[src/rtl/pmp_csr_file.sv]
// rtl/pmp_csr_file.sv - PMP configuration/address CSR storage with WARL and lock handling
//
// Ports:
//   clock, reset               single clock, synchronous active-high reset
//   io_csr_req/io_csr_ready    request handshake; ready is high only in IDLE
//   io_csr_we                  1 = write (returns pre-write value), 0 = read
//   io_csr_addr/io_csr_wdata   CSR address and write data
//   io_csr_prv                 privilege of the access; only M-mode (2'b11) is legal
//   io_csr_resp_valid          one-cycle response strobe, the cycle after acceptance
//   io_csr_rdata               pre-write value of the addressed CSR
//   io_csr_illegal             access faulted (bad privilege or unmapped address)
//   io_pmpcfg/io_pmpaddr       registered per-entry cfg/address to the PMP checker
module pmp_csr_file #(
    parameter int PMP_CNT   = 16,
    parameter int PMPADDR_W = 54,
    parameter int XLEN      = 64
) (
    input  logic                                 clock,
    input  logic                                 reset,
    input  logic                                 io_csr_req,
    output logic                                 io_csr_ready,
    input  logic                                 io_csr_we,
    input  logic [11:0]                          io_csr_addr,
    input  logic [XLEN-1:0]                      io_csr_wdata,
    input  logic [1:0]                           io_csr_prv,
    output logic                                 io_csr_resp_valid,
    output logic [XLEN-1:0]                      io_csr_rdata,
    output logic                                 io_csr_illegal,
    output logic [PMP_CNT-1:0][7:0]              io_pmpcfg,
    output logic [PMP_CNT-1:0][PMPADDR_W-1:0]    io_pmpaddr
);

    typedef enum logic {
        ST_IDLE = 1'b0,
        ST_RESP = 1'b1
    } state_t;

    state_t                            state_q, state_d;
    logic [PMP_CNT-1:0][7:0]           cfg_q, cfg_d;
    logic [PMP_CNT-1:0][PMPADDR_W-1:0] addr_q, addr_d;
    logic [XLEN-1:0]                   rdata_q, rdata_d;
    logic                              illegal_q, illegal_d;

    logic            accept;
    logic            is_cfg0, is_cfg2, is_addr, legal;
    logic [XLEN-1:0] rd_value;
    logic [PMP_CNT-1:0] addr_locked;

    // Reserved bits read as zero; the reserved R=0/W=1 combination degrades to W=0.
    function automatic logic [7:0] warl_cfg(input logic [7:0] b);
        return {b[7], 2'b00, b[4:3], b[2], b[1] & b[0], b[0]};
    endfunction

    assign accept  = io_csr_req && (state_q == ST_IDLE);
    assign is_cfg0 = (io_csr_addr == 12'h3A0);
    assign is_cfg2 = (io_csr_addr == 12'h3A2);
    assign is_addr = (io_csr_addr[11:4] == 8'h3B);
    assign legal   = (io_csr_prv == 2'b11) && (is_cfg0 || is_cfg2 || is_addr);

    // An address is frozen by its own lock, or when the next entry is a locked
    // TOR region that uses it as its lower bound.
    always_comb begin
        for (int i = 0; i < PMP_CNT; i++) begin
            addr_locked[i] = cfg_q[i][7];
        end
        for (int i = 0; i < PMP_CNT - 1; i++) begin
            if (cfg_q[i+1][7] && (cfg_q[i+1][4:3] == 2'b01)) begin
                addr_locked[i] = 1'b1;
            end
        end
    end

    always_comb begin
        rd_value = '0;
        if (is_cfg0) begin
            rd_value = cfg_q[7:0];
        end else if (is_cfg2) begin
            rd_value = cfg_q[15:8];
        end else begin
            for (int i = 0; i < PMP_CNT; i++) begin
                if (io_csr_addr[3:0] == 4'(i)) begin
                    rd_value = {{(XLEN-PMPADDR_W){1'b0}}, addr_q[i]};
                end
            end
        end
    end

    // State register
    always_ff @(posedge clock) begin
        if (reset) begin
            state_q   <= ST_IDLE;
            cfg_q     <= '0;
            addr_q    <= '0;
            rdata_q   <= '0;
            illegal_q <= 1'b0;
        end else begin
            state_q   <= state_d;
            cfg_q     <= cfg_d;
            addr_q    <= addr_d;
            rdata_q   <= rdata_d;
            illegal_q <= illegal_d;
        end
    end

    // Next-state logic
    always_comb begin
        state_d = state_q;
        case (state_q)
            ST_IDLE: if (accept) state_d = ST_RESP;
            ST_RESP: state_d = ST_IDLE;
            default: state_d = ST_IDLE;
        endcase
    end

    // Register updates and response capture, all committed on the accept edge.
    // Lock decisions look only at cfg_q, so a byte setting L in this write does
    // not affect its neighbours until the next access.
    always_comb begin
        cfg_d     = cfg_q;
        addr_d    = addr_q;
        rdata_d   = rdata_q;
        illegal_d = illegal_q;
        if (accept) begin
            if (!legal) begin
                rdata_d   = '0;
                illegal_d = 1'b1;
            end else begin
                rdata_d   = rd_value;
                illegal_d = 1'b0;
                if (io_csr_we) begin
                    for (int e = 0; e < PMP_CNT; e++) begin
                        if (((e < 8) ? is_cfg0 : is_cfg2) && !cfg_q[e][7]) begin
                            cfg_d[e] = warl_cfg(io_csr_wdata[(e % 8) * 8 +: 8]);
                        end
                    end
                    for (int i = 0; i < PMP_CNT; i++) begin
                        if (is_addr && (io_csr_addr[3:0] == 4'(i)) && !addr_locked[i]) begin
                            addr_d[i] = io_csr_wdata[PMPADDR_W-1:0];
                        end
                    end
                end
            end
        end
    end

    // Output logic
    always_comb begin
        io_csr_ready      = (state_q == ST_IDLE);
        io_csr_resp_valid = (state_q == ST_RESP);
        io_csr_rdata      = rdata_q;
        io_csr_illegal    = illegal_q;
        io_pmpcfg         = cfg_q;
        io_pmpaddr        = addr_q;
    end

endmodule
[config.mk]
export PLATFORM = sky130hd
export DESIGN_NAME = pmp_csr_file
export DESIGN_NICKNAME = d
export VERILOG_FILES = /design/src/rtl/pmp_csr_file.sv
export SDC_FILE = /design/constraint.sdc
export NUM_CORES = 2
export LEC_CHECK = 0
export ABC_AREA = 1
export CAP_MARGIN = 20
export CORE_AREA = 5 5 445 447
export DETAILED_ROUTE_END_ITERATION = 8
export DIE_AREA = 0 0 450 452
export PLACE_DENSITY = 0.43
export SLEW_MARGIN = 30
export SYNTH_ARGS = -nofsm -noshare
export SYNTH_HDL_FRONTEND = slang
export SYNTH_SLANG_ARGS = --single-unit
[constraint.sdc]
create_clock -name clock -period 2.9 [get_ports clock]
set_clock_uncertainty 0.05 [all_clocks]
set_input_delay 0.29 -clock clock [delete_from_list [all_inputs] [get_ports clock]]
set_output_delay 0.29 -clock clock [all_outputs]
set_load 0.1 [all_outputs]
---- Word level (Yosys, flattened, before mapping) ----
Index checks and enable logic that the tools add are counted.
word-level totals
  bits in registers ....................... 1026
  input port bits ......................... 82
  output and inout port bits .............. 1059
  word-level logic and storage cells ...... 246
operators by class
  eq/ne operators ......................... 34
  multiplexer cells ....................... 37
  bitwise operators ....................... 9
  reductions and logical operators ........ 131
operator list
  cell                    count
  $mux W64                18
  $reduce_and A4 Y1       32
  $logic_and A1 B1 Y1     65
  $mux W54                1
  $eq A4 B4 Y1 const B    8
  $logic_not A1 Y1        31
  $eq A2 B1 Y1 const B    15
  $eq A12 B10 Y1 const B  2
  $mux W1                 17
  $eq A4 B3 Y1 const B    4
  $and A1 B1 Y1           8
  $eq A4 B2 Y1 const B    2
  $eq A8 B6 Y1 const B    1
  $eq A4 B1 Y1 const B    1
  $logic_not A4 Y1        1
  $eq A2 B2 Y1 const B    1
  $logic_or A1 B1 Y1      2
  $pmux W1 S2             1
  $not A1 Y1              1

---- Longest topological paths before layout ----
  depth in word-level cells ............... 20
  mapped depth ............................ 19
  gate-level depth less buffers ........... 18

---- Worst setup path before layout ----
Ideal clock, no wire load.
  path kind ............................... reg-to-reg
  from .................................... register state_q (netlist: io_csr_resp_valid)
  to ...................................... register addr_q (netlist bit io_pmpaddr[411])
  library setup time ...................... 0.137 ns
  data arrival time ....................... 3.671 ns
  required time ........................... 2.713 ns
  path slack .............................. -0.958 ns
  cell stages (with the launch flop) ...... 11
  path buffers ............................ 3
  period minus slack after synthesis ...... 3.858 ns
  cell sequence ........................... dfxtp_1 -> inv_1 -> nand2_1 -> clkinv_1 -> nand2_1 -> clkbuf_1 -> nor3_1 -> nand3_2 -> clkbuf_1 -> clkbuf_1 -> a211oi_1
on the way
  longest elaborated chain between the ends .. 3
ends and longest elaborated chain
  item                                RTL line  RTL
  from (decl)                         38        state_t state_q, state_d;
  from (signal assigned)              97        state_q <= state_d;
  $not A1 Y1                          n/a
  net io_csr_ready                    21        output logic io_csr_ready,
  $logic_and A1 B1 Y1                 54        assign accept = io_csr_req && (state_q == ST_IDLE);
  $reduce_and A4 Y1 (no source line)  n/a
  to (signal assigned)                99        addr_q <= addr_d;
  to (decl)                           40        logic [PMP_CNT-1:0][PMPADDR_W-1:0] addr_q, addr_d;
The timed path passes the listed nets, and every way through them passes these cells.
A chain may end at the register's enable or synchronous reset.

---- Worst setup path after layout ----
  from .................................... register addr_q (netlist bit io_pmpaddr[128])
  to ...................................... register rdata_q[20] (netlist: io_csr_rdata[20])
on the way
  longest elaborated chain between the ends .. 17
ends and longest elaborated chain
  item                     RTL line  RTL
  $mux W64 (14 in series)  81        if (io_csr_addr[3:0] == 4'(i)) begin
  $mux W64                 77        end else if (is_cfg2) begin
  $mux W64                 75        if (is_cfg0) begin
  $mux W64                 124       if (!legal) begin
  to (signal assigned)     100       rdata_q <= rdata_d;
  to (decl)                41        logic [XLEN-1:0] rdata_q, rdata_d;
Every way passes these cells.

==> flow_summary.json <==
{
  "violations": "negative setup slack",
  "htreeDepth": 4,
  "ant_nets": 0,
  "slowest_stage": "dfxtp_1",
  "period_minus_slack_ps": 3020,
  "nets": 7623,
  "grt_antenna_before_repair": 16,
  "yosysTopAreaCellShare_pct": 45.3,
  "first_pass_iters": 6,
  "ir_drop_v": 0.000602,
  "combPwrFrac_pct": 7.5,
  "max_slew_margin_pct": 26.4,
  "cp_common_cell": "nand2_1",
  "synth_top_family_by_area": "compound AO/OA/AOI/OAI gates",
  "start_util_pct": 23.3,
  "drtIter0Drc": 5667,
  "worstPathCellList": "o211ai_1 > nand3_1 > a21oi_2 > buf_4 > nand4_1 > nand2_1 > nand4_1 > nand2_1 > nand4_1 > nand2_1 > nand2_1 > nand2_1 > a21oi_1",
  "critPathArrivalTime_ps": 3650,
  "cap_viol_max_count": 0,
  "grt_pass1_vias": 45800,
  "core_sq_mm": 0.194,
  "cp_max_fo": 3,
  "fin_crit_sh_pct": 104,
  "max_stage_delay_ps": 400,
  "yosys.area.top_type": "dfxtp_1",
  "clockPowerShare_pct": 50.3,
  "grt_pass1_wl_um": 444000,
  "viasPerCell": 4.92,
  "syn_area_per_cell_sq_um": 7.28,
  "sw_frac_of_total_pct": 27.0,
  "cts.sinks": 1023,
  "cts_buffers": 131,
  "start_kind": "flop",
  "io_pins": 1141,
  "yosysMostFrequentCell": "nor2_1",
  "dpl_cell_area_sq_mm": 0.0606,
  "gp_congestion": 0.940,
  "synth_xor_area_share_pct": 0,
  "setup_viol": 2,
  "grt_max_degree": 114,
  "ys_seq_area_share_pct": 45.3,
  "clock_path_buffers": 3,
  "p_int_mw": 24.3,
  "worst_pin_slew_ps": 1100,
  "synthTopCellsByArea": "dfxtp_1, a211oi_1, nor2_1",
  "setup_slack_ps": -123,
  "n_fill_cell": 20700,
  "synth_common_cells": "nor2_1, dfxtp_1, inv_1",
  "worstSetupPathType": "flop to flop",
  "synth.distinct_cells": 43,
  "synth_simple_gate_area_share_pct": 20.6,
  "final_cells": 10200,
  "rsz0062_at_grt": "yes",
  "syn_to_final_growth_pct": 44.3,
  "synth_ff_type": "dfxtp_1",
  "seqPwrFrac_pct": 42.2,
  "hpwl_um": 270000,
  "synthArstFlopShare_pct": 0,
  "switchingPower_mw": 9.00,
  "die_area_sq_mm": 0.203,
  "portBuffers": 1102,
  "required_ps": 3530,
  "dp_cells": 9931,
  "layout-drive-gt1-share_pct": 25.7,
  "holdWs_ps": 61.6,
  "synthCells": 6209,
  "fin_util_pct": 33.6,
  "die_x_um": 450,
  "hp-class": "input pin to flop",
  "drc": 0,
  "wl_um": 340000,
  "die_h_um": 452,
  "synth_fa_ha_area_share_pct": 0,
  "slew_violations": 0,
  "num_rows": 162,
  "cts-root-buf": "clkbuf_16",
  "stdcell_area_sq_mm": 0.0652,
  "synth_edf_count": 0,
  "setup_tns_ps": -144,
  "via_count": 50100,
  "clock.fmax_mhz": 331,
  "end_kind": "flop",
  "synth.cell_area_sq_mm": 0.0452,
  "yosys_register_bits": 1023,
  "grt_usage_pct": 31.9,
  "powerDensity_mw_per_mm2": 511,
  "wl_per_cell_um": 33.3,
  "synth-compound-area-share_pct": 21.0,
  "p_leak_nw": 27.1,
  "ys.warnings.count": 0,
  "cts_tree": "built",
  "clock_latency_ps": 810,
  "finalHoldViolations": 0,
  "cts.reportedPaths.clkPinSlew_ps": 60,
  "synth_mux_area_share_pct": 0.0221,
  "grt_overflow_total": 0,
  "outcome": "finished, violations left"
}
critical path, delay by kind of cell (launching register included):
family / cells / cell delay (ps)
AOI/OAI and AO/OA: 3 / 670
buffers and inverters: 1 / 170
DFF: 1 / 400
and+or+nand+nor: 9 / 1600
logic make-up after synthesis:
kind of cell    Yosys count
flops                  1023
mux                       1
compound gates         1373
simple gates           2297
buf+inv                1514
other cells               1
worst paths after layout:
path / cells past startpoint / endpoint / start / slack (ps)
setup / recovery: 13 / io_csr_rdata[20]$_SDFFE_PP0P_ / io_pmpaddr[128]$_SDFFE_PP0P_ / -120
hold / removal: 3 / io_pmpcfg[58]$_SDFFE_PP0P_ / io_csr_wdata[58] / 60
hold reg to reg: 2 / io_csr_rdata[22]$_SDFFE_PP0P_ / io_csr_rdata[22]$_SDFFE_PP0P_ / 420
setup reg to reg: 13 / io_csr_rdata[20]$_SDFFE_PP0P_ / io_pmpaddr[128]$_SDFFE_PP0P_ / -120
power by group through the flow:
stage | Clock (mW) | Sequential (mW) | Combinational (mW)
finish | 16.7 | 14.1 | 2.50
global route | 17.5 | 14.0 | 2.51
CTS | 16.9 | 14.1 | 2.45
detailed placement | 0 | 14.4 | 2.42
global placement | 0 | 14.4 | 2.43
floorplan | 0 | 14.4 | 0.923
metrics by stage:
step / power, mW / setup WS [ps]
after global placement: 16.8 / -1690
after floorplan: 15.3 / 28.0
after global routing: 34.1 / -31.5
final: 33.3 / -123
after CTS: 33.4 / -71.3
after detailed placement: 16.8 / -1680
state kept, by name (all words and copies together), names as in the netlist:
| name | cells |
|---|---|
| io_csr_illegal | 1 |
| io_pmpaddr | 864 |
| io_csr_resp_valid | 1 |
| io_csr_rdata | 61 |
| io_pmpcfg | 96 |
routing by layer:
metal	routed length (um)	vias up	global-route usage, %
met2	144000	2520	47.7
met3	31900	489	9.57
met1	141000	24100	41.2
li1	-	23000	-
met4	22800	2	17.4
met5	11	-	0
placed cells by master (no fill, tap or decap), types with 21 or more instances in the layout:
| cell | count |
|---|---|
| nor2_1 | 1119 |
| a21oi_1 | 219 |
| inv_1 | 946 |
| dfxtp_1 | 1019 |
| o22ai_1 | 44 |
| buf_2 | 26 |
| o211ai_1 | 21 |
| clkbuf_1 | 34 |
| clkbuf_8 | 37 |
| buf_4 | 1517 |
| conb_1 | 35 |
| buf_12 | 108 |
| clkdlybuf4s50_1 | 49 |
| o21bai_1 | 104 |
| clkbuf_16 | 135 |
| nand3_1 | 78 |
| a211oi_1 | 813 |
| o21ai_0 | 115 |
| nand2_1 | 846 |
| nand4_1 | 127 |
| nor3_1 | 46 |
final cells by class:
type | instances | area, sq um | area share (%)
inverters | 960 | 3610 | 5.53
repair buffers | 1719 | 14400 | 22.0
diodes | 5 | 12.5 | 0.0192
flip-flops and latches | 1023 | 20500 | 31.4
clock buffers | 206 | 4020 | 6.16
well taps | 2542 | 3180 | 4.88
clock inverters | 25 | 273 | 0.418
multi-input cells | 3706 | 19300 | 29.5
what timing repair did:
item,CTS,global route
buffers inserted,1,3
hold endpoints to repair,115,1
hold buffers,15,1
endpoints found under the setup margin,34,15
gates resized for setup,28,31
pin swaps,15,18
Note: power is estimated with default switching activity, not from simulation.
